$ cat src/rtl/sipo_rx_if.sv
`default_nettype none
// ============================================================================
//  Module   : sipo_rx_if
//  Purpose  : Serial framing inputs and parallel word outputs of sipo_rx.
//             The master drives the serial side; the slave (the
//             deserialiser) returns the assembled word and status.
//  Revision : 1.0  initial release
// ============================================================================
interface sipo_rx_if #(
  parameter int N = 8
);
  logic         START;
  logic         SER_EN;
  logic         SER_IN;
  logic [N-1:0] PAR_OUT;
  logic         VALID;
  logic         BUSY;
  logic         ERR;

  modport master (
    output START, SER_EN, SER_IN,
    input  PAR_OUT, VALID, BUSY, ERR
  );

  modport slave (
    input  START, SER_EN, SER_IN,
    output PAR_OUT, VALID, BUSY, ERR
  );
endinterface
`default_nettype wire

$ cat src/rtl/sipo_rx.sv
`default_nettype none
// ============================================================================
//  Module   : sipo_rx
//  Purpose  : Serial-in/parallel-out deserialiser. Frames begin with START,
//             bits are accepted on SER_EN, and the completed N-bit word is
//             presented on PAR_OUT with a one-cycle VALID pulse.
//  Revision : 1.0  initial release
// ============================================================================
module sipo_rx #(
  parameter int N         = 8,
  parameter bit MSB_FIRST = 1'b1
) (
  input  wire       CLK,
  input  wire       n_Reset,
  sipo_rx_if.slave  bus
);

  localparam int CW = (N > 1) ? $clog2(N) : 1;
  localparam logic [CW-1:0] c_LAST = CW'(N - 1);

  typedef enum logic [0:0] {
    S_IDLE  = 1'b0,
    S_SHIFT = 1'b1
  } state_t;

  state_t        r_state;
  logic [CW-1:0] r_cnt;
  logic [N-1:0]  r_sreg;
  logic [N-1:0]  r_par_out;
  logic          r_valid;
  logic          r_err;
  logic [N-1:0]  w_sreg_next;
  logic          w_last_bit;

  // Shift direction chosen at elaboration time.
  generate
    if (MSB_FIRST) begin : g_msb_first
      assign w_sreg_next = {r_sreg[N-2:0], bus.SER_IN};
    end else begin : g_lsb_first
      assign w_sreg_next = {bus.SER_IN, r_sreg[N-1:1]};
    end
  endgenerate

  assign w_last_bit = bus.SER_EN && (r_cnt == c_LAST);

  // Frame sequencer: completion takes priority over a coincident START,
  // which then simply re-arms the next frame without an idle cycle.
  always_ff @(posedge CLK or negedge n_Reset) begin
    if (!n_Reset) begin
      r_state   <= S_IDLE;
      r_cnt     <= '0;
      r_sreg    <= '0;
      r_par_out <= '0;
      r_valid   <= 1'b0;
      r_err     <= 1'b0;
    end else begin
      r_valid <= 1'b0;
      r_err   <= 1'b0;
      case (r_state)
        S_IDLE: begin
          if (bus.START) begin
            r_state <= S_SHIFT;
            r_cnt   <= '0;
            r_sreg  <= '0;
          end
        end
        S_SHIFT: begin
          if (w_last_bit) begin
            r_par_out <= w_sreg_next;
            r_valid   <= 1'b1;
            r_cnt     <= '0;
            r_sreg    <= '0;
            r_state   <= bus.START ? S_SHIFT : S_IDLE;
          end else if (bus.START) begin
            // Abort the partial word; any bit offered this edge is dropped.
            r_cnt  <= '0;
            r_sreg <= '0;
            r_err  <= 1'b1;
          end else if (bus.SER_EN) begin
            r_sreg <= w_sreg_next;
            r_cnt  <= r_cnt + CW'(1);
          end
        end
        default: begin
          r_state <= S_IDLE;
          r_cnt   <= '0;
          r_sreg  <= '0;
        end
      endcase
    end
  end

  assign bus.PAR_OUT = r_par_out;
  assign bus.VALID   = r_valid;
  assign bus.ERR     = r_err;
  assign bus.BUSY    = (r_state == S_SHIFT);

endmodule
`default_nettype wire

$ cat src/flat_wrapper.sv
// flat-port wrapper written by rule: the top's interface ports become plain ports
module sipo_rx_flat 
#(
  parameter int N         = 8,
  parameter bit MSB_FIRST = 1'b1
)
  (CLK, n_Reset, bus_START, bus_SER_EN, bus_SER_IN, bus_PAR_OUT, bus_VALID, bus_BUSY, bus_ERR);
  sipo_rx_if #(.N(N)) bus_i ();
  input  wire CLK;
  input  wire n_Reset;
  input wire logic [$bits(bus_i.START)-1:0] bus_START;
  input wire logic [$bits(bus_i.SER_EN)-1:0] bus_SER_EN;
  input wire logic [$bits(bus_i.SER_IN)-1:0] bus_SER_IN;
  output wire logic [$bits(bus_i.PAR_OUT)-1:0] bus_PAR_OUT;
  output wire logic [$bits(bus_i.VALID)-1:0] bus_VALID;
  output wire logic [$bits(bus_i.BUSY)-1:0] bus_BUSY;
  output wire logic [$bits(bus_i.ERR)-1:0] bus_ERR;
  assign bus_i.START = bus_START;
  assign bus_i.SER_EN = bus_SER_EN;
  assign bus_i.SER_IN = bus_SER_IN;
  assign bus_PAR_OUT = bus_i.PAR_OUT;
  assign bus_VALID = bus_i.VALID;
  assign bus_BUSY = bus_i.BUSY;
  assign bus_ERR = bus_i.ERR;
  sipo_rx #(.N(N), .MSB_FIRST(MSB_FIRST)) u_core (.CLK(CLK), .n_Reset(n_Reset), .bus(bus_i));
endmodule
$ cat config.mk
export PLATFORM = sky130hd
export DESIGN_NAME = sipo_rx_flat
export DESIGN_NICKNAME = d
export VERILOG_FILES = /design/src/rtl/sipo_rx_if.sv /design/src/rtl/sipo_rx.sv /design/src/flat_wrapper.sv
export SDC_FILE = /design/constraint.sdc
export NUM_CORES = 1
export LEC_CHECK = 0
export BUFFER_PORTS_ARGS = -buffer_cell sky130_fd_sc_hd__buf_2
export CAP_MARGIN = 20
export CORE_UTILIZATION = 57
export CTS_CLUSTER_SIZE = 25
export DETAILED_ROUTE_END_ITERATION = 10
export PLACE_DENSITY = 0.81
export SYNTH_ARGS = -nofsm -noshare
export SYNTH_HDL_FRONTEND = slang
export SYNTH_SLANG_ARGS = --single-unit
$ cat constraint.sdc
create_clock -name CLK -period 3.4 [get_ports CLK]
set_input_delay 0.68 -clock CLK [delete_from_list [all_inputs] [get_ports CLK]]
set_output_delay 0.68 -clock CLK [all_outputs]
set_load 0.01 [all_outputs]
Word-level counts from Yosys, hierarchy flattened
Cells that the tools add are included.
Word-level totals
  word-level logic and storage cells: 31
  input port bits: 5
  bits in registers: 21
Cells by class
  add/sub/neg operators: 1
  bitwise gates (word level): 1
  eq/ne operators: 3
  reduce and logical (&&, ||, !) cells: 3
  multiplexer cells: 17
Operator list (count)
  $mux 7: 4
  $pmux 7 s2: 1
  $mux 3: 4
  $mux 1: 6
  $pmux 3 s2: 1
  $ne 4x4->1 const B: 1
  $reduce_and 2->1: 2
  $add 3x1->3 const B: 1
  $eq 3x3->1 const B: 1
  $ne 2x2->1 const B: 1
  $pmux 1 s2: 1
  $logic_and 1x1->1: 1
  $not 1->1: 1

Logic depth before layout (Yosys ltp)
Gate-level depths: netlist of the first run.
  depth after elaboration: 5
  mapped depth: 5
  mapped depth without buffers: 4

Worst setup path before layout of the first run
OpenSTA, ideal clock, no wires.
  path kind: flip-flop to flip-flop
  start: reg u_core.r_cnt[0]
  end: reg u_core.r_par_out[0] (netlist: u_core.bus.PAR_OUT[0])
  slack: 2.025 ns
  arrival time: 1.250 ns
  library setup time: 0.125 ns
  path buffers: 0
  required time: 3.275 ns
  period minus slack after synthesis: 1.375 ns
  cell stages (with the launch flop): 5
  cell sequence: dfrtp_1 ha_1 ha_1 nand3_2 mux2_2
On the way
  cells in the longest elaborated chain, start to end: 3
Ends and longest elaborated chain
  start: declaration: RTL line sipo_rx.sv:27  | logic [CW-1:0] r_cnt;
  start signal: assignment: RTL line sipo_rx.sv:81  | r_cnt <= r_cnt + CW'(1);
  $eq 3x3->1: RTL line sipo_rx.sv:44  | assign w_last_bit = bus.SER_EN && (r_cnt == c_LAST);
  $logic_and 1x1->1: RTL line sipo_rx.sv:44
  $reduce_and 2->1 (no line)
  end signal: assignment: RTL line sipo_rx.sv:69  | r_par_out <= w_sreg_next;
  end: declaration: RTL line sipo_rx.sv:29  | logic [N-1:0] r_par_out;
Every way passes these cells.
A chain may end at the register's enable or synchronous reset.

Worst setup path in the final report of the first run
  start: reg u_core.r_state (netlist: u_core.bus.BUSY)
  end: out bus_BUSY
RTL lines
  start: declaration: RTL line sipo_rx.sv:26  | state_t r_state;
  start signal: assignment: RTL line sipo_rx.sv:73  | r_state <= bus.START ? S_SHIFT : S_IDLE;
  end: declaration: RTL line flat_wrapper.sv:16  | output wire logic [$bits(bus_i.BUSY)-1:0] bus_BUSY;
No word-level cell between the ends.

==> qor.tcl, run 1 <==
set qor(cellInternalPower_mw) 0.3068
set qor(synthesis.area_per_instance_um2) 13.05
set qor(grt_first_pass_wirelength_mm) 2.539
set qor(max_cap_violations) 0
set qor(power.share.combinational_pct) 5.5
set qor(yosys.area.top_type) {sky130_fd_sc_hd__dfrtp_1}
set qor(switching_power_share_of_the_total_pct) 22.14
set qor(max_slew_violation_total_from_the_final_report) 0
set qor(clock_insertion_delay_worst_skew_ns) 0.30
set qor(grt_antenna_before_repair) 0
set qor(cp_top_family) {flip-flops}
set qor(drcViolationCount) 0
set qor(cts.repair_timing.setup_buffer_count) 0
set qor(area.sequential_um2) 525.5
set qor(pwr-share-clk_pct) 29.6
set qor(insertedDiodeCount) 0
set qor(fmax_ghz) 0.4874
set qor(power_frac_seq_pct) 64.9
set qor(ys_seq_elements) 21
set qor(yosys_most_used_dff) {sky130_fd_sc_hd__dfrtp_1}
set qor(post_synth_num_cell_types) 14
set qor(number_of_global_route_vias_before_repair) 540
set qor(post-route-period-util_pct) 60.34
set qor(clock-skew-final_ns) 0.004607
set qor(finalNetCount) 93
set qor(min-delay-path-class) {in -> async}
set qor(worst_ir_drop_on_vdd_uv) 312.6
set qor(synthesis.yosys.warnings) 0
set qor(coreArea_um2) 1524
set qor(global_route.usage.total_pct) 18.81
set qor(crit_path_max_incr_delay_ns) 0.82
set qor(fp.dieArea_um2) 1815
set qor(cts_inserted_buffers) 3
set qor(dpl-instance-area_um2) 1007
set qor(clock_tree.buffer_depth) 2
set qor(post_cts.resized_instances) 0
set qor(max_slew.worst_pin.slew_ns) 0.7114
set qor(setup-violations-final) 0
set qor(slew-limit-headroom_pct) 52.57
set qor(detail_route.wirelength_mm) 1.527
set qor(tns_ns) 0
set qor(synthTopCellsByCount) {21 x sky130_fd_sc_hd__dfrtp_1, 10 x sky130_fd_sc_hd__a21bo_2, 10 x sky130_fd_sc_hd__a21oi_1}
set qor(detailed_place_hpwl_um) 981.1
set qor(postSynthNetCount) 79
set qor(multi_input_comb_area_um2) 382.9
set qor(cp_cell_sequence) {buf_2}
set qor(ctsHtreeMaxLevel) 1
set qor(worst-path-buf-inv) 1
set qor(finish.instance_area_um2) 1033
set qor(drt_pass_1_iters) 5
set qor(fp.dieH_um) 42.60
set qor(filler_cell_count) 116
set qor(peak_usage_layer_in_the_global_routing_report) {met2}
set qor(netlist_instances) 72
set qor(async_reset_ff_share_pct) 100.0
set qor(drt.antenna.violating_nets) 0
set qor(endpoint) {bus_BUSY}
set qor(path_clk_slew_ns) 0.11
set qor(grt_max_degree) 25
set qor(worst_r2r_path_depth) 2
set qor(r2r_end) {u_core.bus.PAR_OUT[2]$_DFFE_PN0P_}
set qor(final.min_clock_period_ns) 2.052
set qor(wire_per_inst_um) 15.12
set qor(critical_path.reg2reg.startpoint) {u_core.bus.BUSY$_DFF_PN0_}
set qor(die_width_um) 42.60
set qor(grt.met1_usage_pct) 25.86
set qor(route.vias.total) 616
set qor(area_delta_synth_final_pct) 9.987
set qor(root_buffer) {sky130_fd_sc_hd__clkbuf_4}
set qor(p_leak_nw) 0.5120
set qor(timing.setup.critical_path_class) {reg -> out}
set qor(worst-path-stages) 1
set qor(placement.io_buffers) 15
set qor(grt.met3_usage_pct) 5.172
set qor(whs_ns) 0.3129
set qor(cp.arrival_ns) 1.37
set qor(synth_top_cells_by_area) {sky130_fd_sc_hd__dfrtp_1 56%, sky130_fd_sc_hd__a21bo_2 11%, sky130_fd_sc_hd__mux2_2 9.6%}
set qor(crit_required_ns) 2.72
set qor(critical_path.slowest_cell) {sky130_fd_sc_hd__dfrtp_1}
set qor(number_of_placement_rows) 14
set qor(synthDominantCellAreaShare_pct) 55.93
set qor(setup_repair_after_global_routing_missed_its_margin) {no}
set qor(global_route.overflow_total) 0
set qor(place.gp.congestion) 0.6791
set qor(holdBufCountCts) 0
set qor(worst_setup_path_startpoint) {u_core.bus.BUSY$_DFF_PN0_}
set qor(drt-vias-per-instance) 6.099
set qor(yosysMostFrequentCell) {sky130_fd_sc_hd__dfrtp_1}
set qor(mappedNetlistArea_um2) 939.7
set qor(sw_power_mw) 0.08726
set qor(drt_iter0_markers) 8
set qor(cellPowerDensity_nw_per_um2) 381.3
set qor(run_status) {completed}
set qor(grt_use_met2_pct) 29.23
set qor(post_synth_edffs) 0
set qor(cts.sink_count) 21
set qor(floorplan.initialDensity_pct) 61.66
set qor(final-hold-violation-count) 0
set qor(cts_tree) {done}
set qor(floorplan.io_pins) 16
set qor(cp-end-kind) {output pin}
set qor(share_of_layout_cells_above_drive_strength_1_pct) 43.53
set qor(reg2reg_setup_slack_ns) 1.73
set qor(synth.yosys.seq_area_share_pct) 55.93
set qor(start_kind) {register}
set qor(crit_fanout) 24
[cell families after synthesis]
group	share of synthesized area, %
adders and majority gates	2.663
muxes	9.588
and+or+nand+nor	11.72
DFF	55.93
buffers and inverters	3.329
AOI/OAI and AO/OA	16.78
[per-layer routing]
layer  wire length, um  up-vias
met1               705      304
met4                 0        0
met5                 0        -
li1                  -      290
met2               753       22
met3                68        0
[per-stage QoR]
stage	instances	power (mW)	util (%)	setup WS, ns
6_report	101	0.3941	67.82	1.348
5_1_grt	101	0.4117	67.82	1.245
4_1_cts	101	0.3974	67.82	1.361
3_5_place_dp	97	0.2826	66.09	1.606
3_3_place_gp	97	0.2815	66.09	1.648
2_1_floorplan	72	0.2726	-	2.025
[final cells by class]
type,count,area share (%)
inverter,1,0.3632
sequential,21,50.85
multi-input combinational,44,37.05
tap,16,1.937
timing repair buffer,15,7.264
clock buffer,4,2.542
[layout by cell type, fill, tap and decap left out]
master                      count
sky130_fd_sc_hd__and3_1         1
sky130_fd_sc_hd__a21oi_1       10
sky130_fd_sc_hd__nand4b_1       9
sky130_fd_sc_hd__a21bo_2       10
sky130_fd_sc_hd__nand3_2        1
sky130_fd_sc_hd__nand4bb_1      1
sky130_fd_sc_hd__dfrtp_1       21
sky130_fd_sc_hd__mux2_2         8
sky130_fd_sc_hd__buf_2         15
sky130_fd_sc_hd__a21o_1         1
sky130_fd_sc_hd__inv_1          1
sky130_fd_sc_hd__nand2_1        1
sky130_fd_sc_hd__clkbuf_4       3
sky130_fd_sc_hd__ha_1           2
sky130_fd_sc_hd__clkbuf_1       1
[power groups by stage]
stage	registers, mW	clock network, mW	logic [mW]
after floorplan	0.260	0	0.0123
after global placement	0.260	0	0.0213
after detailed placement	0.260	0	0.0221
after CTS	0.256	0.120	0.0222
after global routing	0.256	0.131	0.0250
final	0.256	0.117	0.0218
[worst min path at each step]
| stage | to | depth (start not counted) | from |
|---|---|---|---|
| final | u_core.bus.PAR_OUT[7]$_DFFE_PN0P_ | 1 | n_Reset |
| after global routing | u_core.bus.PAR_OUT[7]$_DFFE_PN0P_ | 1 | n_Reset |
| after CTS | u_core.bus.PAR_OUT[7]$_DFFE_PN0P_ | 1 | n_Reset |
| after detailed placement | u_core.bus.PAR_OUT[5]$_DFFE_PN0P_ | 1 | u_core.bus.PAR_OUT[5]$_DFFE_PN0P_ |
| after global placement | u_core.bus.PAR_OUT[3]$_DFFE_PN0P_ | 1 | u_core.bus.PAR_OUT[3]$_DFFE_PN0P_ |
| after floorplan | u_core.bus.BUSY$_DFF_PN0_ | 0 | n_Reset |
[state kept, by name, summed over array words and instances, names as in the netlist]
register and count:
u_core.bus.VALID 1, u_core.bus.BUSY 1, u_core.bus.PAR_OUT 8, u_core.r_cnt 3, u_core.bus.ERR 1, u_core.r_sreg 7
(Power assumes the default switching activity.)
==> inputs of run 2 (changes only) <==
Settings changed: ABC_AREA from default to 1, CORE_UTILIZATION 57 to 52, PLACE_DENSITY 0.81 to 0.75.
Clock period 3.4 ns to 1.9 ns, I/O delays scaled along.
==> run 2 against run 1 <==
  * Clock-buffer cell count unchanged
  * Sequential power increased by 79%
  * Flip-flop and latch count stayed put
  * Critical path depth increased by 4
  * Critical endpoint is now u_core.r_cnt[1]$_DFFE_PN0P_
==> qor.tcl, run 2 <==
set qor(place.gp.congestion) 0.7999
set qor(holdBufCountCts) 0
set qor(crit_required_ns) 2.15
set qor(post_cts.resized_instances) 0
set qor(coreArea_um2) 1524
set qor(dpl_worst_slack_ns) 0.4880
set qor(fin_ws_ns) 0.4570
set qor(synthesis.yosys.warnings) 0
set qor(clock_tree.buffer_depth) 2
set qor(detailed_place_hpwl_mm) 1.022
set qor(slew-limit-headroom_pct) 70.22
set qor(post_synth_edffs) 0
set qor(synthDominantCellAreaShare_pct) 60.69
set qor(sw_power_mw) 0.1662
set qor(drt_iter0_markers) 14
set qor(switching_power_share_of_the_total_pct) 23.29
set qor(fmax_ghz) 0.6930
set qor(synth.yosys.seq_area_share_pct) 60.69
set qor(power_frac_seq_pct) 64.4
set qor(worst_r2r_path_depth) 5
set qor(maxUsedRoutingLayer) {met4}
set qor(max_cap_violations) 0
set qor(whs_ns) 0.005495
set qor(max_slew.worst_pin.slew_ns) 0.4467
set qor(synth_top_cells_by_area) {sky130_fd_sc_hd__dfrtp_1 61%, sky130_fd_sc_hd__nand2_1 16%, sky130_fd_sc_hd__nand3_1 11%}
set qor(cellPowerDensity_nw_per_um2) 732.0
set qor(tns_ns) 0
set qor(timing.setup.critical_path_class) {reg -> reg}
set qor(synthTopCellsByCount) {37 x sky130_fd_sc_hd__nand2_1, 21 x sky130_fd_sc_hd__dfrtp_1, 19 x sky130_fd_sc_hd__nand3_1}
set qor(synthesis.area_per_instance_um2) 9.515
set qor(final-hold-violation-count) 0
set qor(drcViolationCount) 0
set qor(run_status) {completed}
set qor(ctsHtreeMaxLevel) 1
set qor(largest_register_ffs) 8
set qor(filler_cell_count) 130
set qor(insertedDiodeCount) 0
set qor(floorplan.initialDensity_pct) 56.81
set qor(number_of_placement_rows) 14
set qor(area_delta_synth_final_pct) 12.57
set qor(die_width_um) 42.81
set qor(cp-end-kind) {register}
set qor(placement.io_buffers) 15
set qor(layout_commonest_cell) {sky130_fd_sc_hd__nand2_1}
set qor(ys_seq_elements) 21
set qor(fin_util_pct) 63.96
set qor(wl_met1_um) 695
set qor(global_route.usage.total_pct) 19.89
set qor(worst_ir_drop_on_vdd_uv) 407.0
set qor(clock-skew-final_ns) 0.003515
set qor(postSynthNetCount) 98
set qor(grt_first_pass_wirelength_mm) 2.622
set qor(async_reset_ff_share_pct) 100.0
set qor(post-route-period-util_pct) 75.95
set qor(route.met2.wl_um) 652
set qor(power.share.combinational_pct) 6.0
set qor(yosys_most_used_dff) {sky130_fd_sc_hd__dfrtp_1}
set qor(share_of_layout_cells_above_drive_strength_1_pct) 22.22
set qor(path_clk_slew_ns) 0.11
set qor(cts_inserted_buffers) 3
set qor(min-delay-path-class) {in -> async}
set qor(fp.dieH_um) 42.81
set qor(met3_wire_len_um) 71
set qor(setup_repair_after_global_routing_missed_its_margin) {no}
set qor(grt_max_degree) 22
set qor(pwr-share-clk_pct) 29.6
set qor(final_cell_mix) {37 x sky130_fd_sc_hd__nand2_1, 21 x sky130_fd_sc_hd__dfrtp_1, 19 x sky130_fd_sc_hd__nand3_1}
set qor(clock_insertion_delay_worst_skew_ns) 0.30
set qor(drt_pass_1_iters) 4
set qor(yosysMostFrequentCell) {sky130_fd_sc_hd__nand2_1}
set qor(cellInternalPower_mw) 0.5473
set qor(number_of_global_route_vias_before_repair) 584
set qor(root_buffer) {sky130_fd_sc_hd__clkbuf_4}
set qor(final.min_clock_period_ns) 1.443
set qor(fp.dieArea_um2) 1832
set qor(cts.sink_count) 21
set qor(max_slew_violation_total_from_the_final_report) 0
set qor(detail_route.wirelength_mm) 1.458
set qor(drt.antenna.violating_nets) 0
set qor(netlist_instances) 91
set qor(cts.repair_timing.setup_buffer_count) 0
set qor(p_leak_nw) 0.5932
set qor(floorplan.io_pins) 16
set qor(crit_fanout) 9
set qor(yosys.area.top_type) {sky130_fd_sc_hd__dfrtp_1}
set qor(post_synth_num_cell_types) 14
set qor(cts_tree) {done}
set qor(route.vias.total) 650
set qor(grt_antenna_before_repair) 0
set qor(drt-vias-per-instance) 5.242
set qor(finalNetCount) 116
set qor(setup-violations-final) 0
set qor(mappedNetlistArea_um2) 865.8
set qor(global_route.overflow_total) 0
set qor(start_kind) {register}
set qor(wire_per_inst_um) 11.76
set qor(cp.arrival_ns) 1.69
-- run 2: power groups by stage --
stage	clock, mW	sequential [mW]	combinational (mW)
after floorplan	0	0.468	0.0245
after global placement	0	0.467	0.0424
after detailed placement	0	0.468	0.0436
after CTS	0.215	0.459	0.0437
after global routing	0.238	0.460	0.0498
final	0.211	0.459	0.0431
-- run 2: path summary, 6_finish.rpt --
| kind | slack [ns] | end | from |
|---|---|---|---|
| worst max-delay path | 0.46 | u_core.r_cnt[1]$_DFFE_PN0P_ | u_core.r_cnt[0]$_DFFE_PN0P_ |
| worst min-delay path | 0.005 | u_core.bus.VALID$_DFF_PN0_ | n_Reset |
| worst min register to register | 0.47 | u_core.bus.PAR_OUT[5]$_DFFE_PN0P_ | u_core.bus.PAR_OUT[5]$_DFFE_PN0P_ |
| min in group CLK | 0.30 | u_core.bus.PAR_OUT[0]$_DFFE_PN0P_ | bus_SER_IN |
| worst max register to register | 0.46 | u_core.r_cnt[1]$_DFFE_PN0P_ | u_core.r_cnt[0]$_DFFE_PN0P_ |
| max in group asynchronous | 1.59 | u_core.bus.BUSY$_DFF_PN0_ | n_Reset |
-- run 2: critical path, cell delays in order (launching register included) --
cell                      delay, ns
sky130_fd_sc_hd__dfrtp_1       0.42
sky130_fd_sc_hd__ha_1          0.21
sky130_fd_sc_hd__ha_1          0.26
sky130_fd_sc_hd__nor2_2        0.30
sky130_fd_sc_hd__nand3_1       0.13
sky130_fd_sc_hd__nand2_1       0.08
-- run 2: layer usage --
| metal | GRT usage [%] | vias up |
|---|---|---|
| met5 | 0 | - |
| met4 | 11.25 | 0 |
| met3 | 5.106 | 5 |
| met2 | 29.09 | 25 |
| met1 | 26.78 | 294 |
| li1 | - | 326 |
-- run 2: final cells by class --
| cell class | count | area, um^2 | area share (%) |
|---|---|---|---|
| clock buffers | 4 | 26.28 | 2.696 |
| inverters | 3 | 11.26 | 1.155 |
| multi-input cells | 65 | 316.6 | 32.48 |
| flip-flops and latches | 21 | 525.5 | 53.92 |
| well taps | 16 | 20.02 | 2.054 |
| repair buffers | 15 | 75.07 | 7.702 |
-- run 2: logic make-up after synthesis --
kind of cell / count (synthesis) / share of synthesized area (%)
fa+ha+maj: 2 / 2.890
simple gates: 63 / 33.67
buf+inv: 5 / 2.745
flops: 21 / 60.69
-- run 2: through the flow --
step,std cells,area (um^2),power (mW)
final,124,974.7,0.7134
after global routing,124,974.7,0.7483
after CTS,124,974.7,0.7183
after detailed placement,120,948.4,0.5113
after global placement,120,948.4,0.5097
after floorplan,91,865.8,0.4922
==> inputs of run 3 (changes only) <==
Settings changed: CORE_UTILIZATION 52 to 47, PLACE_DENSITY 0.75 to 0.72.
Clock period 1.9 ns to 1.2 ns, I/O delays scaled along.
==> run 3 against run 2 <==
  * Critical path depth unchanged
  * Final area increased by 8.9%
  * Clock-buffer cell count unchanged
  * Flip-flop and latch count unchanged
  * Highest routed layer unchanged
  * Critical endpoint is now u_core.r_sreg[0]$_DFFE_PN0P_
==> qor.tcl, run 3 (same netlist as run 2, synthesis figures left out) <==
set qor(cp.arrival_ns) 1.42
set qor(largest_register_ffs) 8
set qor(path_clk_slew_ns) 0.11
set qor(drt_pass_1_iters) 4
set qor(cts.repair_timing.setup_buffer_count) 0
set qor(setup_repair_after_global_routing_missed_its_margin) {yes}
set qor(p_total_mw) 1.148
set qor(cts.sink_count) 21
set qor(placement.io_buffers) 15
set qor(insertedDiodeCount) 0
set qor(placed_cells) 131
set qor(cp_cell_sequence) {ha_2 -> ha_4 -> nor2_4 -> nand3_1 -> nand2_1}
set qor(global_route.overflow_total) 0
set qor(cp-end-kind) {register}
set qor(cts_inserted_buffers) 3
set qor(route.vias.total) 660
set qor(post-route-period-util_pct) 98.11
set qor(cellPowerDensity_nw_per_um2) 1082
set qor(wire_per_inst_um) 11.37
set qor(final-hold-violation-count) 0
set qor(floorplan.io_pins) 16
set qor(max_slew_violation_total_from_the_final_report) 0
set qor(crit_fanout) 5
set qor(grt_antenna_before_repair) 0
set qor(run_status) {completed}
set qor(p_leak_nw) 0.6106
set qor(whs_ns) 0.1602
set qor(finalNetCount) 121
set qor(crit_path_max_incr_delay_ns) 0.40
set qor(timing.setup.critical_path_class) {reg -> reg}
set qor(detail_route.wirelength_mm) 1.569
set qor(min-delay-path-class) {in -> reg}
set qor(cp_top_family) {flip-flops}
set qor(clock_tree.buffer_depth) 2
set qor(slew-limit-headroom_pct) 70.03
set qor(tns_ns) 0
set qor(ctsHtreeMaxLevel) 1
set qor(grt_first_pass_wirelength_mm) 2.318
set qor(drt.antenna.violating_nets) 0
set qor(critical_path.slowest_cell) {sky130_fd_sc_hd__dfrtp_1}
set qor(layout_commonest_cell) {sky130_fd_sc_hd__nand2_1}
set qor(number_of_global_route_vias_before_repair) 526
set qor(final_cell_mix) {37 x sky130_fd_sc_hd__nand2_1, 21 x sky130_fd_sc_hd__dfrtp_1, 18 x sky130_fd_sc_hd__nand3_1}
set qor(fp.dieH_um) 44.92
set qor(area_delta_synth_final_pct) 22.54
set qor(final-instance-count-excl-fill) 138
set qor(share_of_layout_cells_above_drive_strength_1_pct) 27.43
set qor(drcViolationCount) 0
set qor(clock-skew-final_ns) 0.006243
set qor(root_buffer) {sky130_fd_sc_hd__clkbuf_4}
set qor(clock_insertion_delay_worst_skew_ns) 0.30
set qor(worst_ir_drop_on_vdd_uv) 626.4
set qor(start_kind) {register}
set qor(floorplan.initialDensity_pct) 50.14
set qor(number_of_placement_rows) 15
set qor(crit_required_ns) 1.44
set qor(fp.dieArea_um2) 2018
set qor(fmax_ghz) 0.8494
set qor(die_width_um) 44.92
set qor(max_slew.worst_pin.slew_ns) 0.4496
set qor(finish.instance_area_um2) 1061
set qor(drt_iter0_markers) 12
set qor(grt_max_degree) 22
set qor(detailed_place_hpwl_mm) 1.010
set qor(global_route.usage.total_pct) 16.72
set qor(dpl-instance-area_um2) 982.2
set qor(final.min_clock_period_ns) 1.177
set qor(cts_tree) {done}
set qor(setup-violations-final) 0
set qor(max_cap_violations) 0
set qor(place.gp.congestion) 0.8161
set qor(coreArea_um2) 1727
set qor(drt-vias-per-instance) 4.783
set qor(worst-path-buf-inv) 0
run 3: final timing paths:
check                           slack (ns)                               from                                 to  cells past startpoint
max in group asynchronous             0.47                            n_Reset  u_core.bus.PAR_OUT[2]$_DFFE_PN0P_                      2
worst max-delay path                  0.02        u_core.r_cnt[0]$_DFFE_PN0P_       u_core.r_sreg[0]$_DFFE_PN0P_                      5
worst max register to register        0.02        u_core.r_cnt[0]$_DFFE_PN0P_       u_core.r_sreg[0]$_DFFE_PN0P_                      5
worst min register to register        0.47  u_core.bus.PAR_OUT[0]$_DFFE_PN0P_  u_core.bus.PAR_OUT[0]$_DFFE_PN0P_                      2
min in group asynchronous             0.42                            n_Reset  u_core.bus.PAR_OUT[7]$_DFFE_PN0P_                      2
worst min-delay path                  0.16                         bus_SER_IN  u_core.bus.PAR_OUT[0]$_DFFE_PN0P_                      3
run 3: stage by stage:
| step | util (%) | worst slack [ns] |
|---|---|---|
| detailed placement | 56.88 | -0.02255 |
| finish | 61.45 | 0.02266 |
| global placement | 56.88 | 0.01090 |
| global route | 61.45 | -0.03051 |
| floorplan | - | 0.04666 |
| CTS | 60.36 | 0.007482 |
run 3: what timing repair did:
item | in CTS | in global routing
hold endpoints to repair | 21 | 0
cloned | 1 | 1
pin swaps | 1 | 3
resized for setup | 3 | 2
hold buffers | 1 | 0
setup endpoints to repair | 17 | 15
run 3: layout make-up:
class,instances,area [um^2]
fill,154,665.6
sequential,21,525.5
multi-input combinational,67,364.1
timing repair buffer,18,100.1
tap,25,31.28
clock buffer,4,26.28
inverter,3,13.76
run 3: per-layer routing:
metal	global-route usage [%]	part of all wire, %	vias up	wire, um
li1	-	-	341	-
met3	3.600	2.9	4	45
met1	24.02	49	302	772
met2	22.61	46	13	716
met5	0	0	-	0
met4	10.91	2.2	0	35
run 3: tightest hold or removal path, stage by stage:
cell	delay [ns]
sky130_fd_sc_hd__buf_2	0.09
sky130_fd_sc_hd__nand2_1	0.05
sky130_fd_sc_hd__nand2_1	0.05
run 3: power breakdown:
| part | internal [mW] | switching (mW) | leakage, nW |
|---|---|---|---|
| combinational | 0.0302 | 0.0585 | 0.312 |
| sequential | 0.719 | 0.00713 | 0.284 |
| clock | 0.130 | 0.204 | 0.0150 |
| total | 0.879 | 0.269 | 0.611 |
